===== src/rtl/iob_native_arb2.sv =====
// Two-master round-robin arbiter in front of one native-interface slave.
// Responses pass through combinationally; a per-grant watchdog answers ERR_DATA on slave silence.
module iob_native_arb2 #(
    parameter int unsigned       ADDR_W   = 32,
    parameter int unsigned       DATA_W   = 32,
    parameter int unsigned       TIMEOUT  = 1024,
    parameter logic [DATA_W-1:0] ERR_DATA = 32'hDEADBEEF
) (
    input  logic                clk,
    input  logic                rst,

    input  logic                m0_valid,
    input  logic [ADDR_W-1:0]   m0_addr,
    input  logic [DATA_W-1:0]   m0_wdata,
    input  logic [DATA_W/8-1:0] m0_wstrb,
    output logic [DATA_W-1:0]   m0_rdata,
    output logic                m0_ready,

    input  logic                m1_valid,
    input  logic [ADDR_W-1:0]   m1_addr,
    input  logic [DATA_W-1:0]   m1_wdata,
    input  logic [DATA_W/8-1:0] m1_wstrb,
    output logic [DATA_W-1:0]   m1_rdata,
    output logic                m1_ready,

    output logic                s_valid,
    output logic [ADDR_W-1:0]   s_addr,
    output logic [DATA_W-1:0]   s_wdata,
    output logic [DATA_W/8-1:0] s_wstrb,
    input  logic [DATA_W-1:0]   s_rdata,
    input  logic                s_ready,

    output logic [1:0]          grant,
    output logic                timeout_err
);

    localparam int unsigned CNT_W = $clog2(TIMEOUT);
    localparam logic [CNT_W-1:0] CNT_LAST = CNT_W'(TIMEOUT - 1);

    typedef enum logic {
        IDLE,
        BUSY
    } state_e;

    state_e           state_q, state_d;
    logic [1:0]       grant_q, grant_d;
    logic [CNT_W-1:0] cnt_q, cnt_d;
    logic             ptr_q, ptr_d;      // 1: m1 wins a tie
    logic             terr_q, terr_d;

    logic             owner_m1;
    logic             owner_valid;
    logic             pick_m1;
    logic             done;
    logic             timeout_hit;
    logic [DATA_W-1:0] resp_data;

    assign owner_m1    = grant_q[1];
    assign owner_valid = owner_m1 ? m1_valid : m0_valid;
    assign timeout_hit = (cnt_q == CNT_LAST) && !s_ready;
    assign resp_data   = timeout_hit ? ERR_DATA : s_rdata;

    always_comb begin
        state_d  = state_q;
        grant_d  = grant_q;
        cnt_d    = cnt_q;
        ptr_d    = ptr_q;
        terr_d   = terr_q;
        pick_m1  = 1'b0;
        done     = 1'b0;
        s_valid  = 1'b0;
        s_addr   = '0;
        s_wdata  = '0;
        s_wstrb  = '0;
        m0_ready = 1'b0;
        m1_ready = 1'b0;
        m0_rdata = '0;
        m1_rdata = '0;

        unique case (state_q)
            IDLE: begin
                if (m0_valid || m1_valid) begin
                    pick_m1 = m1_valid && (!m0_valid || ptr_q);
                    grant_d = pick_m1 ? 2'b10 : 2'b01;
                    cnt_d   = '0;
                    state_d = BUSY;
                end
            end
            BUSY: begin
                s_addr  = owner_m1 ? m1_addr  : m0_addr;
                s_wdata = owner_m1 ? m1_wdata : m0_wdata;
                s_wstrb = owner_m1 ? m1_wstrb : m0_wstrb;
                if (!owner_valid) begin
                    // Owner withdrew: abandon quietly, fairness pointer untouched.
                    state_d = IDLE;
                    grant_d = '0;
                end else begin
                    s_valid = !timeout_hit;
                    done    = s_ready || timeout_hit;
                    if (owner_m1) begin
                        m1_rdata = resp_data;
                    end else begin
                        m0_rdata = resp_data;
                    end
                    if (done) begin
                        state_d = IDLE;
                        grant_d = '0;
                        ptr_d   = !owner_m1;
                        if (timeout_hit) begin
                            terr_d = 1'b1;
                        end
                    end else begin
                        cnt_d = cnt_q + CNT_W'(1);
                    end
                end
            end
        endcase

        m0_ready = done && !owner_m1 && !rst;
        m1_ready = done &&  owner_m1 && !rst;
    end

    always_ff @(posedge clk) begin
        if (rst) begin
            state_q <= IDLE;
            grant_q <= '0;
            cnt_q   <= '0;
            ptr_q   <= 1'b0;
            terr_q  <= 1'b0;
        end else begin
            state_q <= state_d;
            grant_q <= grant_d;
            cnt_q   <= cnt_d;
            ptr_q   <= ptr_d;
            terr_q  <= terr_d;
        end
    end

    assign grant       = grant_q;
    assign timeout_err = terr_q;

endmodule


===== config.mk =====
export PLATFORM = sky130hd
export DESIGN_NAME = iob_native_arb2
export DESIGN_NICKNAME = d
export VERILOG_FILES = /design/src/rtl/iob_native_arb2.sv
export SDC_FILE = /design/constraint.sdc
export NUM_CORES = 1
export LEC_CHECK = 0
export BUFFER_PORTS_ARGS = -buffer_cell sky130_fd_sc_hd__buf_4
export CAP_MARGIN = 10
export CORE_AREA = 3 3 121 123
export CTS_CLUSTER_DIAMETER = 200
export DETAILED_ROUTE_END_ITERATION = 8
export DIE_AREA = 0 0 124 126
export SLEW_MARGIN = 25
export SYNTH_ARGS = -nofsm -noshare
export SYNTH_HDL_FRONTEND = slang
export SYNTH_SLANG_ARGS = --single-unit
export TNS_END_PERCENT = 20

===== constraint.sdc =====
create_clock -name clk -period 2.3 [get_ports clk]
set_input_delay 0.115 -clock clk [delete_from_list [all_inputs] [get_ports clk]]
set_output_delay 0.115 -clock clk [all_outputs]
set_load 0.05 [all_outputs]

Yosys cells after proc, flatten, opt, wreduce, memory -nomap -nowiden. Cells that the tools add are included.

Output and inout port bits: 138. Bits in registers: 15.

Mux-type cells: 31. Bitwise operators: 1. $add $sub $neg: 1. Eq/ne operators: 5. Reduce and logical (&&, ||, !) cells: 18.

Operator list (number): $mux 32 (11); $mux 10 (3); $pmux 10 s2 (1); $add 10x1->10 const B (1); $eq 10x10->1 const B (1); $mux 1 (8); $mux 2 (4); $mux 4 (2); $logic_and 1x1->1 (6); $reduce_and 3->1 (2); $logic_not 1->1 (5); $ne 2x2->1 const B (2); $pmux 2 s2 (1); $reduce_and 4->1 (1); $logic_or 1x1->1 (3); $ne 3x2->1 const B (1); $ne 2x1->1 const B (1); $pmux 1 s2 (1); $reduce_and 2->1 (1); $not 1->1 (1).

Longest topological paths before layout. Gate-level depths: netlist of the first run.

Word-level depth: 7. Mapped depth: 6. Gate-level depth less buffers: 5.

Least setup slack after synthesis of the first run. Ideal clock, no wire load.

Path type: register to output. From: reg cnt_q[0]. To: out m1_ready. Data required time: 2185 ps. Stages on the path, launching flop included: 7. Setup slack: -413 ps. Buffers on the path: 1. Arrival: 2598 ps. Path through: dfxtp_1 > ha_1 > nand3_1 > nor3_1 > buf_2 > o21ai_0 > nor3b_1.

Longest elaborated chain between the ends: 7.

Ends and longest elaborated chain: start, declared (RTL line 47) `logic [CNT_W-1:0] cnt_q, cnt_d;`; start signal, assigned (RTL line 133) `cnt_q <= cnt_d;`; $eq 10x10->1 (RTL line 60) `assign timeout_hit = (cnt_q == CNT_LAST) && !s_ready;`; $logic_and 1x1->1 (RTL line 60); $logic_or 1x1->1 (RTL line 99) `done = s_ready || timeout_hit;`; $mux 1 (RTL line 93) `if (!owner_valid) begin`; $mux 1 (RTL line 80) `unique case (state_q)`; $logic_and 1x1->1 (2 in series) (RTL line 120) `m1_ready = done && owner_m1 && !rst;`; end, declared (RTL line 24) `output logic m1_ready,`.

Every way passes these cells.

Worst setup path in the final report of the first run.
From: reg cnt_q[0]. To: out m0_rdata[14].

Longest elaborated chain between the ends: 6.

Ends and longest elaborated chain: $eq 10x10->1 (RTL line 60); $logic_and 1x1->1 (RTL line 60); $mux 32 (RTL line 61) `assign resp_data = timeout_hit ? ERR_DATA : s_rdata;`; $mux 32 (RTL line 100) `if (owner_m1) begin`; $mux 32 (RTL line 93); $mux 32 (RTL line 80); end, declared (RTL line 16) `output logic [DATA_W-1:0] m0_rdata,`.

Every way passes these cells.

==> results.md, run 1 <==
- Fraction of layout cells with a size suffix above 1: 52.9%
- Post-Syn Area: about 0.0023 sq mm
- Yosys top cell area share: 30.6%
- DR vias: roughly 3,600
- Lkg Pwr: 2.38 nW
- Gate Count Post-Synth: 354
- Ranking of synthesized cells by area: mux2i_1, nor2_1, dfxtp_1
- Die Y: 126 um
- Critical Path AT: 2.07 ns
- Initial Utilization: between 15 and 20%
- Worst-skew pair later-pin latency: around 0.24 ns
- Number of max-cap violations: 0
- Sequential power share: 16.5%
- Cts hold-fix bufs: 0
- Fill count: 1,509
- Clock transition at path regs: 0.05 ns
- Critical path's slowest cell: dfxtp_1
- WP buf/inv: 3
- Global-route usage over all layers: 14.1%
- Synth unique cells: 35
- Fin Setup TNS: 0 ns
- Ports: 311
- I/O Buffers: 310
- DRT Pass-1 Iters: 4
- Worst Skew: 0.00257 ns
- Fmax: 457 MHz
- Dominant cell type by area after synthesis: mux2i_1
- Initial antenna violation count: 0
- Num CTS Buffers: 3
- Switching share of power: 44.7%
- Syn Area/Cell: 6.37 sq um
- Ys flop type: dfxtp_1
- Hold Crit Class: primary input to flip-flop
- Pre-CTS WS: 0.225 ns
- Comb pwr share: 62.8%
- Max FO, Critical Path: 14
- GP Congestion: 0.821
- Slew Viols, Final: 0
- Per-cell routed wire length: about 15 um
- Largest stage delay, worst path: between 0.4 and 0.5 ns
- Hold Fails Final Rpt: 0
- Cell Pwr Density: 331 mW/mm^2
- Number of synthesis warnings: 0
- VDD IR max: around 0.19 mV
- Mapped Nets: about 530
- Period Utilization, post-route: 95.1%
- First-pass GRT wire length: 17.8 mm
- Clk buf depth: 2
- Number of global-route vias before repair: 3,230
- Rel. slew slack: between 60% and 70%
- Final setup margin: 0.112 ns
- Placed insts: 826
- HPWL after DPL: 10.4 mm
- Clock Sinks: 15
- Root buffer cell: clkbuf_16
- CTS tree: yes
- Post-synth EDFFs: 0
- Tot Pwr: 1.65 mW
- Final setup vio count: 0
- Setup CP Type: flip-flop to primary output
- NetSw: approximately 0.74 mW
- FF+latch count, synth: 15
- Asr flop ratio synth: 0%
- CP Launch Type: flip-flop
- Vias per cell: 4.27
- Drc violations: 0
- Status: finished clean
- Setup crit end kind: primary output
- Hold Worst Slack: 0.156 ns
- FP Rows: 43
- Pint: 0.910 mW
- Detailed Route WL: roughly 12 mm
- Net count, final: approximately 830
- H-tree levels: 1
- Tightest Pin Transition: just under 0.5 ns
- Clock power frac: between 20% and 30%
- Sequential share of the synthesized area: 13.3%
- Die ar.: 0.0156 sq mm
- Die W: 124 um
- Worst-path cell chain: ha_4 -> nand3_4 -> nor4_4 -> buf_4 -> buf_12 -> nor2_1 -> and2_1 -> buf_4
- Ant diodes: 0
- Final ANT Viol Nets: 0
- Crit path top cell by count: buf_4
- CP top delay family: simple AND/OR/NAND/NOR gates
- Largest net degree at the start of global routing: 71
- Total global routing overflow: 0
- Initial DRC count: 182
- Final min period: 2.19 ns
- CP required: 2.18 ns
- Core ar.: 0.0138 sq mm
- Final Non-Filler Cells: approximately 830
- Area grow syn2layout: 120%
power groups by stage:
| stage | combinational [mW] | clock [mW] | sequential (mW) |
|---|---|---|---|
| 5_1_grt | 1.10 | 0.363 | 0.272 |
| 3_5_place_dp | 1.04 | 0 | 0.276 |
| 2_1_floorplan | 0.579 | 0 | 0.280 |
| 3_3_place_gp | 1.04 | 0 | 0.276 |
| 4_1_cts | 1.04 | 0.347 | 0.271 |
| 6_report | 1.03 | 0.341 | 0.272 |
worst reg2reg max path, stage by stage, from the launching register on:
cell and delay [ns]:
dfxtp_1 0.43, ha_4 0.20, nand3_4 0.12, nor3_1 0.26, buf_4 0.22, o21ai_0 0.22, a311oi_1 0.30
through the flow:
stage,area [sq um],util (%)
after floorplan,2290,-
after global placement,4830,35.1
after detailed placement,4830,35.1
after CTS,4920,35.7
after global routing,4970,36.1
final,4970,36.1
layer usage:
metal	part of all wire [%]	global-route usage, %	routed length (um)	up-vias
met3	10	3.82	1280	14
met1	38	17.2	4640	1548
li1	-	-	-	1800
met5	0	0	0	-
met4	1.5	2.19	184	0
met2	51	25.1	6270	193
cells in the final DEF, fill, tap and decap left out, drive strengths merged, types with 3 or more instances in the layout:
cell type,count
a21oi,6
or3,3
dfxtp,15
nor2,148
and2,19
nor3,4
nand3,7
buf,322
a31oi,4
mux2i,69
inv,5
nand4,5
nand2,5
clkbuf,5
o211ai,7
o21ai,7
cells in the mapped netlist, types with 2 or more instances:
cell / n
buf_2: 9
nand2_1: 5
buf_1: 4
and2_1: 19
nor3_1: 4
nand4_1: 5
o211a_1: 2
o211ai_1: 7
inv_1: 5
or3_1: 3
or4_1: 2
nor2_1: 148
a21oi_1: 6
o21ai_0: 6
clkbuf_1: 16
mux2i_1: 69
nand3_1: 7
a311oi_1: 2
nand3b_1: 2
dfxtp_1: 15
a31oi_1: 4
worst paths after layout:
path               start      endpoint  slack (ns)  depth (start not counted)
max reg2reg     cnt_q[0]      cnt_q[8]        0.46                          6
min                  rst      cnt_q[0]        0.16                          2
min reg2reg  timeout_err   timeout_err        0.48                          2
max             cnt_q[0]  m0_rdata[14]        0.11                          8
registers in the layout, indices dropped and copies added, names as in the netlist:
signal / flops
cnt_q: 10
grant: 2
ptr_q: 1
state_q: 1
timeout_err: 1
final cells by class:
type | instances | area, sq um | area share, %
inverters | 5 | 18.8 | 0.378
multi-input cells | 305 | 1880 | 37.8
repair buffers | 323 | 2470 | 49.6
flip-flops and latches | 15 | 304 | 6.12
well taps | 180 | 225 | 4.53
clock buffers | 4 | 78.8 | 1.59
timing repair:
action / 4_1_cts / 5_1_grt
endpoints found under the setup margin: 16 / 17
setup buffers: 0 / 1
pin swaps: 0 / 1
gates resized for setup: 1 / 3
cloned: 0 / 1
cells by family (layout without fill, tap and decap cells):
family | count (synthesis) | count (layout) | synth area share (%)
and+or+nand+nor | 202 | 202 | 39.6
AOI/OAI and AO/OA | 33 | 33 | 9.76
adders and majority gates | 1 | 1 | 0.555
DFF | 15 | 15 | 13.3
buffers and inverters | 34 | 332 | 6.16
muxes | 69 | 69 | 30.6
Power figures use the tool's default switching activity.
==> run 2: changes to the inputs <==
--- a/config.mk
+++ b/config.mk
@@ -11,6 +11,7 @@
 export CTS_CLUSTER_DIAMETER = 200
 export DETAILED_ROUTE_END_ITERATION = 8
 export DIE_AREA = 0 0 124 126
+export RECOVER_POWER = 100
 export SLEW_MARGIN = 25
 export SYNTH_ARGS = -nofsm -noshare
 export SYNTH_HDL_FRONTEND = slang
==> run 2 against run 1 <==
Hold slack about the same; clock power about the same; final cell count did not move; flip-flop and latch count is the same; critical endpoint unchanged; largest power group unchanged; sequential share of layout area about the same; non-clock buffer count did not move; first-iteration DRC count did not move; global-route usage is the same; critical path depth unchanged; die area stayed put; utilization fell by 0.054 points; maximum frequency rose by 0.12%.
==> results.md, run 2 (synthesized netlist as in run 1, its figures left out) <==
- Fmax: 458 MHz (+0.12%)
- Num CTS Buffers: 3 (unchanged)
- Hold Fails Final Rpt: 0 (unchanged)
- Final setup vio count: 0 (unchanged)
- Clock transition at path regs: 0.05 ns (about the same)
- Root buffer cell: clkbuf_16
- Final core utilization: 36.0% (-0.054 points)
- Die W: 124 um (unchanged)
- Reg-to-reg slack, setup: 0.46 ns (about the same)
- Die ar.: 0.0156 sq mm (unchanged)
- Detailed Route WL: 12.4 mm (about the same)
- Max FFs per register: 10 (unchanged)
- Total area of sequential cells: 304 sq um (unchanged)
- Critical Path End: m0_rdata[14]
- GP Congestion: 0.821 (unchanged)
- Number of global-route vias before repair: 3,230 (unchanged)
- Lkg Pwr: 2.37 nW (-0.35%)
- Core ar.: 0.0138 sq mm (unchanged)
- Initial Utilization: 16.4% (unchanged)
- Cts hold-fix bufs: 0 (unchanged)
- Initial antenna violation count: 0 (unchanged)
- Cell area after layout: 0.00496 sq mm (-0.15%)
- Ports: 311 (unchanged)
- CP Launch Type: flip-flop
- H-tree levels: 1 (unchanged)
- DP Area: 0.00483 sq mm (unchanged)
- Final Non-Filler Cells: 832 (unchanged)
- CTS tree: yes
- Multi-input logic area: 0.00188 sq mm (unchanged)
- Clock Sinks: 15 (unchanged)
- Net count, final: 827 (unchanged)
- Fraction of layout cells with a size suffix above 1: 52.6% (-0.31 points)
- Critical path origin: cnt_q[0]
- Drc violations: 0 (unchanged)
- Most common cell after layout, fill and taps aside: buf_4
- Max FO, Critical Path: 14 (unchanged)
- Largest Register: cnt_q
- DR vias: 3,560 (+0.14%)
- Final min period: 2.19 ns (-0.00270 ns)
- Largest net degree at the start of global routing: 71 (unchanged)
- I/O Buffers: 310 (unchanged)
- Reg2reg end: cnt_q[8]
- Tightest Pin Transition: 0.615 ns (+0.120 ns)
- Area grow syn2layout: 120%
- Per-cell routed wire length: 14.9 um (about the same)
- Global-route usage over all layers: 14.1% (unchanged)
- Number of max-cap violations: 0 (unchanged)
- Reg-to-Reg Start: cnt_q[0]
- Worst-skew pair later-pin latency: 0.24 ns (about the same)
- Setup crit end kind: primary output
- Cell Pwr Density: 331 mW/mm^2 (about the same)
- Critical Path AT: 2.07 ns (about the same)
- Die Y: 126 um (unchanged)
- VDD IR max: 0.189 mV (-0.17%)
- HP Start: rst
- CP required: 2.18 ns (about the same)
- Ant diodes: 0 (unchanged)
- Hold Crit Class: primary input to flip-flop
- First-pass GRT wire length: 17.8 mm (unchanged)
- Rel. slew slack: 59.1% (-7.5 points)
- Slew Viols, Final: 0 (unchanged)
- Period Utilization, post-route: 95.0% (-0.12 points)
- HPWL after DPL: 10.4 mm (unchanged)
- Placed insts: 826 (unchanged)
- Clk buf depth: 2 (unchanged)
- R2R cell count: 6 (unchanged)
- Final ANT Viol Nets: 0 (unchanged)
- Commonest non-fill, non-tap cells in the layout: buf_4, nor2_1, mux2i_1, and2_1, dfxtp_1
- Initial DRC count: 182 (unchanged)
- Fill count: 1,511 (+0.13%)
- Worst Skew: 0.00242 ns (-0.000151 ns)
- Vias per cell: 4.28 (+0.14%)
- Total global routing overflow: 0 (unchanged)
- Final setup margin: 0.114 ns (+0.00270 ns)
- Setup CP Type: flip-flop to primary output
- Status: finished clean
- DRT Pass-1 Iters: 4 (unchanged)
- FP Rows: 43 (unchanged)
- Pre-CTS WS: 0.225 ns (unchanged)
run 2: changes by cell type in the layout (fill, tap and decap cells not counted), sizes merged:
| cell | before | now |
|---|---|---|
| buf | 322 | 320 |
| clkbuf | 5 | 7 |
run 2: worst min path at each step:
stage	end	slack, ns	depth (start not counted)
after floorplan	grant[1]	0.31	2
after global placement	cnt_q[0]	0.41	2
after detailed placement	cnt_q[0]	0.41	2
after CTS	cnt_q[0]	0.16	2
after global routing	cnt_q[0]	0.18	2
final	cnt_q[0]	0.16	2
run 2: report_power, final:
| group | total (mW) | switching (mW) | internal, mW |
|---|---|---|---|
| Clock | 0.340 | 0.105 | 0.235 |
| Combinational | 1.03 | 0.622 | 0.409 |
| Sequential | 0.272 | 0.00698 | 0.265 |
run 2: metal layers:
metal / global-route usage (%) / vias to the layer above / part of all wire [%]
met5: 0 / - / 0
met4: 2.19 / 0 / 1.5
met3: 3.82 / 14 / 10
met2: 25.1 / 194 / 51
met1: 17.2 / 1551 / 38
li1: - / 1801 / -
run 2: critical path, cell delays in order, from the launching register on:
cell     delay (ns)
dfxtp_1        0.42
ha_4           0.20
nand3_4        0.12
nor4_4         0.28
buf_4          0.18
buf_12         0.13
nor2_1         0.12
and2_1         0.18
buf_4          0.18
run 2: layout make-up:
type                    count  area share (%)
inverters                   5           0.378
repair buffers            323            49.6
well taps                 180            4.54
flip-flops and latches     15            6.13
multi-input cells         305            37.8
clock buffers               4            1.59
run 2: metrics by stage:
step	hold slack, ns	total power [mW]	TNS (ns)
4_1_cts	0.156	1.66	0
3_5_place_dp	0.415	1.32	0
6_report	0.156	1.64	0
2_1_floorplan	0.312	0.859	-1.85
3_3_place_gp	0.415	1.32	0
5_1_grt	0.182	1.73	-0.158
run 2: repair_timing:
action / CTS / global route
resized for setup: 1 / 3
setup endpoints to repair: 16 / 17
setup buffers: 0 / 1
pin swaps: 0 / 1
cloned: 0 / 1
